### config.mk
export PLATFORM = sky130hd
export DESIGN_NAME = alu_cmd_sequencer
export DESIGN_NICKNAME = d
export VERILOG_FILES = /design/src/rtl/alu_cmd_sequencer.sv
export SDC_FILE = /design/constraint.sdc
export NUM_CORES = 1
export LEC_CHECK = 0
export CELL_PAD_IN_SITES_DETAIL_PLACEMENT = 1
export CELL_PAD_IN_SITES_GLOBAL_PLACEMENT = 1
export CORE_ASPECT_RATIO = 1.4
export CORE_MARGIN = 4
export CORE_UTILIZATION = 30
export CTS_BUF_LIST = sky130_fd_sc_hd__clkbuf_4 sky130_fd_sc_hd__clkbuf_8
export DETAILED_ROUTE_END_ITERATION = 8
export GPL_TIMING_DRIVEN = 0
export PLACE_DENSITY_LB_ADDON = 0.15
export SYNTH_ARGS = -nofsm -noshare
export SYNTH_HDL_FRONTEND = slang
export SYNTH_SLANG_ARGS = --single-unit
### constraint.sdc
create_clock -name clk -period 2.2 [get_ports clk]
set_clock_uncertainty 0.05 [all_clocks]
set_input_delay 0.22 -clock clk [delete_from_list [all_inputs] [get_ports clk]]
set_output_delay 0.22 -clock clk [all_outputs]
set_load 0.01 [all_outputs]
### src/rtl/alu_cmd_sequencer.sv
// Sequencer around a combinational ALU: accepts one command, holds ALU operands for a settle time, returns one response.
// Latency: ALU ops raise rsp_valid on the S-th edge after accept (S = max(SETTLE_CYCLES,1)); LOAD/CLEAR/illegal on the accept edge.
// Backpressure: cmd_ready only in IDLE; the response is held stable until rsp_ready, and no new command is taken meanwhile.
module alu_cmd_sequencer #(
   parameter int SETTLE_CYCLES = 2,
   parameter int CNT_W         = 4
) (
   input  logic        clk,
   input  logic        rst,
   input  logic        cmd_valid,
   output logic        cmd_ready,
   input  logic [3:0]  cmd_op,
   input  logic [15:0] cmd_operand,
   output logic [15:0] alu_input1,
   output logic [15:0] alu_input2,
   output logic [3:0]  alu_op_code,
   input  logic [31:0] alu_output1,
   input  logic [1:0]  alu_err_code,
   output logic        rsp_valid,
   input  logic        rsp_ready,
   output logic [31:0] rsp_result,
   output logic [1:0]  rsp_err,
   output logic [31:0] acc,
   output logic [1:0]  sticky_err,
   output logic        busy
);

   typedef enum logic [1:0] {
      IDLE = 2'd0,
      WAIT = 2'd1,
      RESP = 2'd2
   } state_t;

   localparam int              SETTLE_EFF = (SETTLE_CYCLES < 1) ? 1 : SETTLE_CYCLES;
   localparam logic [CNT_W-1:0] CNT_START  = CNT_W'(SETTLE_EFF);
   localparam logic [CNT_W-1:0] CNT_ONE    = CNT_W'(1);

   localparam logic [3:0] OP_LAST_ALU = 4'd4;
   localparam logic [3:0] OP_LOAD     = 4'd5;
   localparam logic [3:0] OP_CLEAR    = 4'd6;

   state_t            state_q, state_d;
   logic [CNT_W-1:0]  cnt_q, cnt_d;
   logic [31:0]       acc_q, acc_d;
   logic [1:0]        sticky_q, sticky_d;
   logic [31:0]       rsp_result_q, rsp_result_d;
   logic [1:0]        rsp_err_q, rsp_err_d;
   logic              rsp_valid_q, rsp_valid_d;
   logic [15:0]       alu_in1_q, alu_in1_d;
   logic [15:0]       alu_in2_q, alu_in2_d;
   logic [3:0]        alu_op_q, alu_op_d;
   logic              accept;

   assign cmd_ready = (state_q == IDLE) && !rst;
   assign accept    = cmd_valid && cmd_ready;

   always_comb begin
      state_d      = state_q;
      cnt_d        = cnt_q;
      acc_d        = acc_q;
      sticky_d     = sticky_q;
      rsp_result_d = rsp_result_q;
      rsp_err_d    = rsp_err_q;
      rsp_valid_d  = rsp_valid_q;
      alu_in1_d    = alu_in1_q;
      alu_in2_d    = alu_in2_q;
      alu_op_d     = alu_op_q;

      case (state_q)
         IDLE: begin
            if (accept) begin
               if (cmd_op <= OP_LAST_ALU) begin
                  // Only the low half of the accumulator reaches the ALU.
                  alu_in1_d = acc_q[15:0];
                  alu_in2_d = cmd_operand;
                  alu_op_d  = cmd_op;
                  cnt_d     = CNT_START;
                  state_d   = WAIT;
               end else if (cmd_op == OP_LOAD) begin
                  acc_d        = {{16{cmd_operand[15]}}, cmd_operand};
                  rsp_result_d = {{16{cmd_operand[15]}}, cmd_operand};
                  rsp_err_d    = 2'b00;
                  rsp_valid_d  = 1'b1;
                  state_d      = RESP;
               end else if (cmd_op == OP_CLEAR) begin
                  acc_d        = 32'd0;
                  sticky_d     = 2'b00;
                  rsp_result_d = 32'd0;
                  rsp_err_d    = 2'b00;
                  rsp_valid_d  = 1'b1;
                  state_d      = RESP;
               end else begin
                  rsp_result_d = acc_q;
                  rsp_err_d    = 2'b11;
                  rsp_valid_d  = 1'b1;
                  state_d      = RESP;
               end
            end
         end
         WAIT: begin
            cnt_d = cnt_q - CNT_ONE;
            if (cnt_q == CNT_ONE) begin
               rsp_result_d = alu_output1;
               rsp_err_d    = alu_err_code;
               sticky_d     = sticky_q | alu_err_code;
               // A divide/mod by zero result is reported but never committed.
               if (!alu_err_code[1]) begin
                  acc_d = alu_output1;
               end
               rsp_valid_d = 1'b1;
               state_d     = RESP;
            end
         end
         RESP: begin
            if (rsp_ready) begin
               rsp_valid_d = 1'b0;
               state_d     = IDLE;
            end
         end
         default: begin
            state_d     = IDLE;
            rsp_valid_d = 1'b0;
         end
      endcase
   end

   always_ff @(posedge clk) begin
      if (rst) begin
         state_q      <= IDLE;
         cnt_q        <= '0;
         acc_q        <= 32'd0;
         sticky_q     <= 2'b00;
         rsp_result_q <= 32'd0;
         rsp_err_q    <= 2'b00;
         rsp_valid_q  <= 1'b0;
         alu_in1_q    <= 16'd0;
         alu_in2_q    <= 16'd0;
         alu_op_q     <= 4'd0;
      end else begin
         state_q      <= state_d;
         cnt_q        <= cnt_d;
         acc_q        <= acc_d;
         sticky_q     <= sticky_d;
         rsp_result_q <= rsp_result_d;
         rsp_err_q    <= rsp_err_d;
         rsp_valid_q  <= rsp_valid_d;
         alu_in1_q    <= alu_in1_d;
         alu_in2_q    <= alu_in2_d;
         alu_op_q     <= alu_op_d;
      end
   end

   assign alu_input1  = alu_in1_q;
   assign alu_input2  = alu_in2_q;
   assign alu_op_code = alu_op_q;
   assign rsp_valid   = rsp_valid_q;
   assign rsp_result  = rsp_result_q;
   assign rsp_err     = rsp_err_q;
   assign acc         = acc_q;
   assign sticky_err  = sticky_q;
   assign busy        = (state_q != IDLE);

endmodule

### After elaboration in Yosys (flattened, before gate mapping)

Cells that the tools add are included.

| storage, ports and cells | value |
|---|---|
| register bits | 111 |
| input bits | 58 |
| output and inout bits | 107 |
| word-level logic and storage cells | 73 |

| cells by class | value |
|---|---|
| $add $sub $neg | 1 |
| magnitude comparators | 1 |
| equal/unequal tests | 13 |
| mux-type cells | 34 |
| bitwise gates (word level) | 1 |
| reductions and logical operators | 13 |

Operators with widths:

| kind | count |
|---|---|
| 32-bit 2-to-1 mux | 7 |
| 32-bit case mux with 2 select lines | 2 |
| 2-bit 2-to-1 mux | 14 |
| 2-bit inequality test (second input constant) | 6 |
| 3-bit AND reduction | 3 |
| 4-bit by 3-bit == test with 1-bit output (second input constant) | 2 |
| 4-bit 2-to-1 mux | 2 |
| 2-bit case mux with 2 select lines | 2 |
| 4-bit case mux with 2 select lines | 1 |
| 4-bit AND reduction | 2 |
| 2-bit case mux with 3 select lines | 1 |
| 6-bit AND reduction | 1 |
| 5-bit AND reduction | 1 |
| 4-bit by 1-bit == test with 1-bit output (second input constant) | 1 |
| 4-bit by 3-bit less-or-equal comparator with 1-bit output (second input constant) | 1 |
| 1-bit 2-to-1 mux | 4 |
| 2-bit by 1-bit inequality test with 1-bit output (second input constant) | 2 |
| 2-bit nonzero test | 2 |
| 4-bit by 1-bit subtractor with 4-bit output (second input constant) | 1 |
| 1-bit case mux with 3 select lines | 1 |
| 2-bit by 1-bit == test with 1-bit output (second input constant) | 1 |
| 2-bit == test (second input constant) | 1 |
| 1-bit logical AND | 2 |
| 2-bit zero test | 1 |
| 2 further kinds | 2 |

### Depth between registers and ports, before layout

Gate-level depths: netlist of the first run.

| logic depth | value |
|---|---|
| depth after elaboration | 6 |
| gate-level depth with buffers | 8 |
| depth with buffers taken out | 6 |

### Worst setup path before layout of the first run

OpenSTA, ideal clock, no wires.

| path | value |
|---|---|
| kind | flip-flop to flip-flop |
| from | register state_q[0] |
| to | register rsp_result_q[16], in the netlist rsp_result[16] |
| setup time | 148 ps |
| arrival | 1642 ps |
| required time | 2002 ps |
| setup slack | 360 ps |
| stages on the path, launching flop included | 7 |
| buffers on the path | 3 |
| period minus slack after synthesis | 1840 ps |
| path through | dfxtp_1 > buf_2 > or3b_4 > a221oi_4 > buf_6 > buf_4 > a211oi_1 |

| on the way | value |
|---|---|
| word-level cells in the longest chain between the ends | 5 |
| elaborated cells on any way between the ends | 10 |
| those cells by class | 4 x eq/ne; 1 x mux; 5 x reduce/logical |

RTL lines:

| what | RTL line | source |
|---|---|---|
| start, declared | 42 | `state_t state_q, state_d;` |
| start signal, assigned | 140 | `state_q <= state_d;` |
| 2-bit zero test | 54, 69 |  |
| 1-bit logical AND | 54 | `assign cmd_ready = (state_q == IDLE) && !rst;` |
| 1-bit logical AND | 55 | `assign accept = cmd_valid && cmd_ready;` |
| 2-bit inequality test (no line) | -- |  |
| 4-bit AND reduction (no line) | -- |  |
| end signal, assigned | 144 | `rsp_result_q <= rsp_result_d;` |
| end, declared | 46 | `logic [31:0] rsp_result_q, rsp_result_d;` |

Several ways; a longest one is shown, not always the timed one.
A chain may end at the register's enable or synchronous reset.

### Final worst setup path of the first run

| path | value |
|---|---|
| from | register state_q[0] |
| to | register acc_q[0], in the netlist acc[0] |

| on the way | value |
|---|---|
| word-level cells in the longest chain between the ends | 5 |
| elaborated cells on any way between the ends | 11 |
| those cells by class | 5 x eq/ne; 1 x mux; 5 x reduce/logical |

RTL lines:

| what | RTL line | source |
|---|---|---|
| 2-bit zero test | 54, 69 |  |
| 1-bit logical AND | 54 |  |
| 1-bit logical AND | 55 |  |
| 2-bit inequality test (no line) | -- |  |
| 5-bit AND reduction (no line) | -- |  |
| end signal, assigned | 131 | `acc_q <= 32'd0;` |
| end signal, assigned | 142 | `acc_q <= acc_d;` |
| end, declared | 44 | `logic [31:0] acc_q, acc_d;` |

Several ways; a longest one is shown, not always the timed one.

==> results.json, run 1 <==
{
  "core_area_mm2": 0.0150,
  "gp_congestion": 0.813,
  "synth_ff_type": "dfxtp_1",
  "final_antenna_net_count": 0,
  "synth_top_family_by_area": "compound AO/OA/AOI/OAI gates",
  "synth-compound-area-share": 0.297,
  "place_ws_ns": -0.540,
  "ys_seq_area_frac": 0.485,
  "cts_max_level": 3,
  "vias": 4534,
  "p_int_w": 0.00317,
  "worstPathRequired_ns": 2.43,
  "maxSlewViolCount": 0,
  "dp.cells": 865,
  "switching_share": 0.289,
  "cts-root-buf": "clkbuf_8",
  "p_leak_nw": 2.30,
  "hold_viol": 0,
  "overflow": 0,
  "worstHoldPathType": "primary input to register",
  "synthTopCellsByCount": "dfxtp_1 (111), a21oi_1 (74), nand2_1 (73)",
  "hold_buffers": 0,
  "track_usage": 0.196,
  "die_height_um": 154,
  "nNetsFinal": 745,
  "die_width_um": 112,
  "yosysTopAreaCell": "dfxtp_1",
  "ys_ff_latch": 111,
  "detailedRoute.firstPassIterationCount": 4,
  "io_pins": 165,
  "syn_area_per_cell_um2": 9.00,
  "fin_ws_ns": 0.0994,
  "status": "completed",
  "drive_above_1_share": 0.142,
  "cp_max_fo": 10,
  "synth-edff-count": 0,
  "synth_cell_types": 35,
  "ys.warnings.count": 0,
  "synth_top_area_share": 0.485,
  "stdcell_count": 882,
  "io_buffers": 164,
  "synthXorXnorAreaFrac": 0.00191,
  "clockPowerShare": 0.299,
  "clk_pin_slew_ns": 0.11,
  "syn_to_final_growth_pct": 50.4,
  "min_period_ns": 2.10,
  "synth_fa_ha_area_frac": 0.00546,
  "synth_fp_nets": 569,
  "viasPerCell": 5.14,
  "tritoncts": "done",
  "wl_per_cell_um": 19.8,
  "grt_pass1_vias": 4905,
  "grt_pass1_wl_mm": 27.2,
  "routed_wl_mm": 17.5,
  "r2r_slack_ns": 0.1,
  "synth.area.top_cells": "dfxtp_1 (48%), a21oi_1 (8.1%), a211oi_1 (7.5%), a221oi_1 (6.3%), nand2_1 (6.0%)",
  "clock_latency_ns": 0.37,
  "slew_headroom": 0.493,
  "synth_area_mm2": 0.00458,
  "num_rows": 53,
  "drv_cap": 0,
  "numCtsBuffers": 9,
  "crit_arrival_ns": 2.34,
  "switching_power_w": 0.00129,
  "peakVddDrop_mv": 0.296,
  "yosys.area_share.simple": 0.151,
  "grt_antenna_before_repair": 0,
  "rsz0062_at_grt": "yes",
  "die_area_mm2": 0.0173,
  "synthCells": 509,
  "muxShareOfSynthArea": 0.00246,
  "seq_power_share": 0.493,
  "start_kind": "register",
  "end_kind": "register",
  "numClockSinks": 111,
  "yosysMostFrequentCell": "dfxtp_1",
  "power.density_mw_per_mm2": 647,
  "diodes": 0,
  "tightest_slew_ns": 0.760,
  "dpl.hpwl_mm": 13.5,
  "setup_viol_count_final": 0,
  "finalCritPeriodShare": 0.955,
  "clockBufferDepth": 2,
  "drc": 0,
  "async_reset_ff_frac": 0,
  "drtIter0Drc": 107,
  "pwr-share-comb": 0.207,
  "grt_start_max_net_pins": 19,
  "clock.fmax_mhz": 476,
  "start_util": 0.306,
  "criticalPathCategory": "register to register"
}
sequential cells by signal, indices dropped and copies added (netlist names):
register	count
alu_op_code	4
sticky_err	2
rsp_valid	1
alu_input1	16
cnt_q	4
rsp_err	2
state_q	2
rsp_result	32
acc	32
alu_input2	16
cells in the final DEF (no fill, tap or decap), types with 14 or more instances in the layout:
master	Yosys	routed
a221oi_2	0	14
a211oi_1	46	46
nand2_1	73	73
nor2_1	43	42
clkbuf_1	24	15
and2_1	16	16
a21oi_1	74	72
a221oi_1	33	17
a211oi_2	21	21
clkdlybuf4s50_1	0	163
buf_2	16	14
dfxtp_1	111	111
critical path, stage by stage (launching register included):
cell,delay [ns]
dfxtp_1,0.32
buf_2,0.24
nor2_1,0.15
a21oi_2,0.38
clkbuf_1,0.48
a21oi_1,0.15
a211oi_1,0.24
worst paths after layout:
path | start | end | depth (start not counted)
setup / recovery | state_q[0]$_SDFFE_PP0P_ | acc[0]$_SDFFE_PP0P_ | 6
hold / removal | cmd_operand[1] | alu_input2[1]$_SDFFE_PP0P_ | 3
setup reg to reg | state_q[0]$_SDFFE_PP0P_ | acc[0]$_SDFFE_PP0P_ | 6
hold reg to reg | alu_input2[11]$_SDFFE_PP0P_ | alu_input2[11]$_SDFFE_PP0P_ | 2
routing by layer:
layer / track usage / vias to the layer above / share of wire
li1: - / 2194 / -
met3: 0.0364 / 14 / 0.052
met5: 0 / - / 0
met4: 0.0601 / 0 / 0.015
met1: 0.225 / 2202 / 0.40
met2: 0.365 / 124 / 0.54
per-stage QoR:
stage	hold WS [ns]	util	power, W	area (um^2)	setup TNS, ns
2_1_floorplan	0.306	-	0.00265	4580	0
3_3_place_gp	0.393	0.431	0.00310	6460	-21.55
3_5_place_dp	0.397	0.431	0.00312	6460	-23.22
4_1_cts	0.372	0.450	0.00447	6740	-0.0616
5_1_grt	0.401	0.460	0.00468	6890	-0.307
6_report	0.394	0.460	0.00446	6890	0
timing repair:
action / 4_1_cts / 5_1_grt
pin swaps: 0 / 1
endpoints found under the setup margin: 45 / 89
buffers inserted: 0 / 2
gates resized for setup: 15 / 32
layout make-up:
| class | instances | area, um^2 |
|---|---|---|
| multi-input combinational | 343 | 2260 |
| fill | 1790 | 8100 |
| buffer | 48 | 259 |
| inverter | 6 | 22.5 |
| timing repair buffer | 166 | 1670 |
| tap | 192 | 240 |
| clock inverter | 5 | 65.1 |
| clock buffer | 11 | 151 |
| sequential | 111 | 2220 |
logic make-up after synthesis:
logic type / Yosys count
adders and majority gates: 2
DFF: 111
xor gates and xnor gates: 1
and+or+nand+nor: 153
buffers and inverters: 55
muxes: 1
AOI/OAI and AO/OA: 186
power groups by stage:
stage	Clock [W]	Combinational, W	Sequential, W
2_1_floorplan	0	0.000385	0.00227
3_3_place_gp	0	0.000868	0.00223
3_5_place_dp	0	0.000886	0.00224
4_1_cts	0.00137	0.000904	0.00220
5_1_grt	0.00146	0.000999	0.00222
6_report	0.00133	0.000925	0.00220
(Power assumes the default switching activity.)
==> run 2, diff against run 1 <==
--- a/config.mk
+++ b/config.mk
@@ -14,6 +14,7 @@
 export DETAILED_ROUTE_END_ITERATION = 8
 export GPL_TIMING_DRIVEN = 0
 export PLACE_DENSITY_LB_ADDON = 0.15
+export SKIP_CTS_REPAIR_TIMING = 1
 export SYNTH_ARGS = -nofsm -noshare
 export SYNTH_HDL_FRONTEND = slang
 export SYNTH_SLANG_ARGS = --single-unit
==> results.json, run 2 (synthesis results as in run 1) <==
{
  "finalCritPeriodShare": 0.995,
  "numCtsBuffers": 9,
  "dpl_cell_area_mm2": 0.00646,
  "final_antenna_net_count": 0,
  "critPathBufInv": 3,
  "hold_viol": 0,
  "wl_per_cell_um": 19.7,
  "drtIter0Drc": 110,
  "status": "completed",
  "cts_max_level": 3,
  "cp_top_family": "buffers and inverters",
  "rsz0062_at_grt": "yes",
  "start_kind": "register",
  "num_rows": 53,
  "timing.rr.start": "cnt_q[0]$_SDFFE_PP0P_",
  "worst_path_max_delay_cell": "clkdlybuf4s50_1",
  "hold_path_startpoint": "cmd_operand[1]",
  "diodes": 0,
  "syn_to_final_growth_pct": 51.2,
  "setup_viol_count_final": 0,
  "clk_pin_slew_ns": 0.11,
  "end_kind": "output pin",
  "slowest_delay_ns": 0.55,
  "clockBufferDepth": 2,
  "die_height_um": 154,
  "gp_congestion": 0.813,
  "path_cells": "clkbuf_4 -> nor2_2 -> inv_1 -> nor2_1 -> clkdlybuf4s50_1",
  "p_leak_nw": 2.30,
  "startpoint": "state_q[1]$_SDFFE_PP0P_",
  "met3_usage": 0.0364,
  "slew_headroom": 0.500,
  "tightest_slew_ns": 0.749,
  "grtUsageMet2": 0.363,
  "drive_above_1_share": 0.145,
  "die_area_mm2": 0.0173,
  "power.total_w": 0.00446,
  "power.density_mw_per_mm2": 644,
  "numClockSinks": 111,
  "die_width_um": 112,
  "crit_arrival_ns": 1.92,
  "grt_pass1_wl_mm": 27.1,
  "core_area_mm2": 0.0150,
  "fin_hold_ws_ns": 0.391,
  "tritoncts": "done",
  "nNetsFinal": 745,
  "dpl.hpwl_mm": 13.5,
  "start_util": 0.306,
  "fin_area_mm2": 0.00693,
  "maxSlewViolCount": 0,
  "criticalPathCategory": "register to output pin",
  "drv_cap": 0,
  "min_period_ns": 2.19,
  "fin_util": 0.462,
  "final_common_cell": "clkdlybuf4s50_1",
  "cts-root-buf": "clkbuf_8",
  "track_usage": 0.195,
  "overflow": 0,
  "grt_start_max_net_pins": 19,
  "routed_wl_mm": 17.4,
  "io_buffers": 164,
  "grt_pass1_vias": 4897,
  "viasPerCell": 5.14,
  "detailedRoute.firstPassIterationCount": 4,
  "grt_antenna_before_repair": 0,
  "place_ws_ns": -0.540,
  "drc": 0,
  "peakVddDrop_mv": 0.295,
  "io_pins": 165,
  "vias": 4537,
  "cp_max_fo": 10,
  "worstHoldPathType": "primary input to register",
  "clock_latency_ns": 0.37,
  "worstPathRequired_ns": 1.93,
  "fin_ws_ns": 0.0103,
  "final_cell_mix": "clkdlybuf4s50_1 (164), dfxtp_1 (111), nand2_1 (73), a21oi_1 (72), a211oi_1 (46)",
  "clock.fmax_mhz": 457,
  "busiest_layer": "met2",
  "grt_util_met1": 0.224
}
[run 2: cell types whose count changed in the layout (fill, tap and decap cells not counted), moves of 2 or more]
| cell | change |
|---|---|
| a221oi_2 | -4 |
| buf_1 | -2 |
| a221oi_4 | +4 |
| buf_2 | +2 |
[run 2: final timing paths]
check | cells after the start | slack [ns] | end
setup / recovery | 5 | 0.01 | cmd_ready
hold / removal | 3 | 0.39 | alu_input2[1]$_SDFFE_PP0P_
setup reg to reg | 7 | 0.15 | acc[1]$_SDFFE_PP0P_
hold reg to reg | 2 | 0.41 | alu_input2[5]$_SDFFE_PP0P_
[run 2: per-stage QoR]
step,cells,TNS (ns)
after floorplan,509,0
after global placement,865,-21.55
after detailed placement,865,-23.22
after CTS,881,-4.53
after global routing,882,-0.168
final,882,0
[run 2: layout make-up]
type	instances	area (um^2)
inverter	6	22.5
multi-input combinational	343	2300
clock inverter	5	65.1
sequential	111	2220
fill	1790	8060
buffer	48	259
timing repair buffer	166	1670
clock buffer	11	151
tap	192	240
[run 2: per-layer routing]
metal / wire [um] / up-vias
li1: - / 2195
met1: 6940 / 2208
met2: 9380 / 117
met3: 826 / 17
met4: 274 / 0
met5: 0 / -
[run 2: power by group]
part	switching, W	internal [W]	total, W
Combinational	0.000472	0.000460	0.000933
Sequential	0.0000878	0.00211	0.00220
Clock	0.000729	0.000600	0.00133
Total	0.00129	0.00317	0.00446
[run 2: worst reg2reg max path, stage by stage, from the launching register on]
cell       delay (ns)
dfxtp_1          0.40
ha_1             0.22
nand4bb_2        0.24
o21ai_4          0.29
and2_1           0.16
buf_2            0.16
buf_2            0.28
a211oi_1         0.12
==> run 3, diff against run 2 <==
--- a/config.mk
+++ b/config.mk
@@ -15,6 +15,7 @@
 export GPL_TIMING_DRIVEN = 0
 export PLACE_DENSITY_LB_ADDON = 0.15
 export SKIP_CTS_REPAIR_TIMING = 1
+export SKIP_LAST_GASP = 1
 export SYNTH_ARGS = -nofsm -noshare
 export SYNTH_HDL_FRONTEND = slang
 export SYNTH_SLANG_ARGS = --single-unit
==> results.json, run 3 (synthesis results as in run 1) <==
{
  "fin_ws_ns": -0.00977,
  "worstHoldPathType": "primary input to register",
  "finalCritPeriodShare": 1.00,
  "cts-root-buf": "clkbuf_8",
  "clock_latency_ns": 0.37,
  "p_int_w": 0.00317,
  "regArea_mm2": 0.00222,
  "crit_arrival_ns": 1.94,
  "criticalPathCategory": "primary input to output pin",
  "detailedRoute.firstPassIterationCount": 4,
  "cts_max_level": 3,
  "place_ws_ns": -0.540,
  "status": "complete, but fails checks",
  "seq_power_share": 0.493,
  "grt_antenna_before_repair": 0,
  "rsz0062_at_grt": "yes",
  "pwr-share-comb": 0.209,
  "drtIter0Drc": 110,
  "nNetsFinal": 745,
  "min_period_ns": 2.21,
  "slew_headroom": 0.501,
  "clockBufferDepth": 2,
  "die_width_um": 112,
  "fin_hold_ws_ns": 0.391,
  "end_kind": "output pin",
  "switching_share": 0.289,
  "gp_congestion": 0.813,
  "dp.cells": 865,
  "numCtsBuffers": 9,
  "start_util": 0.306,
  "multi_input_area_mm2": 0.00230,
  "clockPowerShare": 0.298,
  "startpoint": "rst",
  "final_cell_mix": "clkdlybuf4s50_1 (164), dfxtp_1 (111), nand2_1 (73), a21oi_1 (72), a211oi_1 (46)",
  "peakVddDrop_mv": 0.295,
  "num_rows": 53,
  "hold_viol": 0,
  "critPathBufInv": 4,
  "start_kind": "primary input",
  "stdcell_count": 882,
  "p_leak_nw": 2.30,
  "die_height_um": 154,
  "drv_cap": 0,
  "wl_per_cell_um": 19.7,
  "io_pins": 165,
  "diodes": 0,
  "viasPerCell": 5.14,
  "power.total_w": 0.00446,
  "power.density_mw_per_mm2": 644,
  "cp_common_cell": "clkdlybuf4s50_1",
  "switching_power_w": 0.00129,
  "io_buffers": 164,
  "slowest_delay_ns": 0.59,
  "timing.setup.tns_ns": -0.00977,
  "syn_to_final_growth_pct": 51.1,
  "grt_pass1_vias": 4897,
  "timing.rr.start": "cnt_q[0]$_SDFFE_PP0P_",
  "final_antenna_net_count": 0,
  "hold_path_startpoint": "cmd_operand[1]",
  "grt_start_max_net_pins": 19,
  "setup_viol_count_final": 1,
  "track_usage": 0.195,
  "drc": 0,
  "vias": 4537,
  "tritoncts": "done",
  "nFillCells": 1790,
  "die_area_mm2": 0.0173,
  "drive_above_1_share": 0.145,
  "final_common_cell": "clkdlybuf4s50_1",
  "cp_max_fo": 10,
  "overflow": 0,
  "maxSlewViolCount": 0,
  "dpl.hpwl_mm": 13.5,
  "numClockSinks": 111,
  "worstPathRequired_ns": 1.93,
  "tightest_slew_ns": 0.749,
  "path_cells": "clkdlybuf4s50_1 -> clkbuf_2 -> clkbuf_4 -> nor2_1 -> clkdlybuf4s50_1",
  "cp_top_family": "buffers and inverters",
  "core_area_mm2": 0.0150,
  "worst_path_max_delay_cell": "clkdlybuf4s50_1",
  "routed_wl_mm": 17.4,
  "clock.fmax_mhz": 453,
  "clk_pin_slew_ns": 0.10,
  "grt_pass1_wl_mm": 27.1,
  "violations": "setup timing"
}
-- run 3: cell types whose count changed in the layout (fill, tap and decap cells not counted) --
cell / before / now
clkbuf_2: 8 / 9
clkbuf_4: 2 / 1
-- run 3: routing by layer --
layer,wire length [um],share of wire,GRT usage,vias to the layer above
met3,826,0.047,0.0364,17
li1,-,-,-,2195
met4,274,0.016,0.0601,0
met2,9380,0.54,0.363,117
met1,6940,0.40,0.224,2208
met5,0,0,0,-
-- run 3: power groups by stage --
| stage | logic (W) | clock network (W) | registers (W) |
|---|---|---|---|
| floorplan | 0.000385 | 0 | 0.00227 |
| finish | 0.000932 | 0.00133 | 0.00220 |
| global placement | 0.000868 | 0 | 0.00223 |
| global route | 0.00101 | 0.00146 | 0.00222 |
| CTS | 0.000892 | 0.00137 | 0.00219 |
| detailed placement | 0.000886 | 0 | 0.00224 |
-- run 3: worst min-delay path: stages --
cell and delay (ns):
clkdlybuf4s50_1 0.43, nand2_1 0.07, a21oi_1 0.06
-- run 3: path summary, 6_finish.rpt --
path,depth (start not counted),slack [ns],endpoint
worst max-delay path,5,-0.01,cmd_ready
worst min-delay path,3,0.39,alu_input2[1]$_SDFFE_PP0P_
worst max register to register,7,0.15,acc[1]$_SDFFE_PP0P_
worst min register to register,2,0.41,alu_input2[5]$_SDFFE_PP0P_
-- run 3: through the flow --
step | cell area, um^2 | utilization
2_1_floorplan | 4580 | -
3_3_place_gp | 6460 | 0.431
3_5_place_dp | 6460 | 0.431
4_1_cts | 6680 | 0.446
5_1_grt | 6930 | 0.462
6_report | 6930 | 0.462
-- run 3: cell type report --
| class | count | area share |
|---|---|---|
| Tap cell | 192 | 0.0347 |
| Buffer | 48 | 0.0370 |
| Clock buffer | 11 | 0.0219 |
| Multi-Input combinational cell | 343 | 0.332 |
| Timing Repair Buffer | 166 | 0.241 |
| Sequential cell | 111 | 0.321 |
| Clock inverter | 5 | 0.00939 |
| Inverter | 6 | 0.00325 |
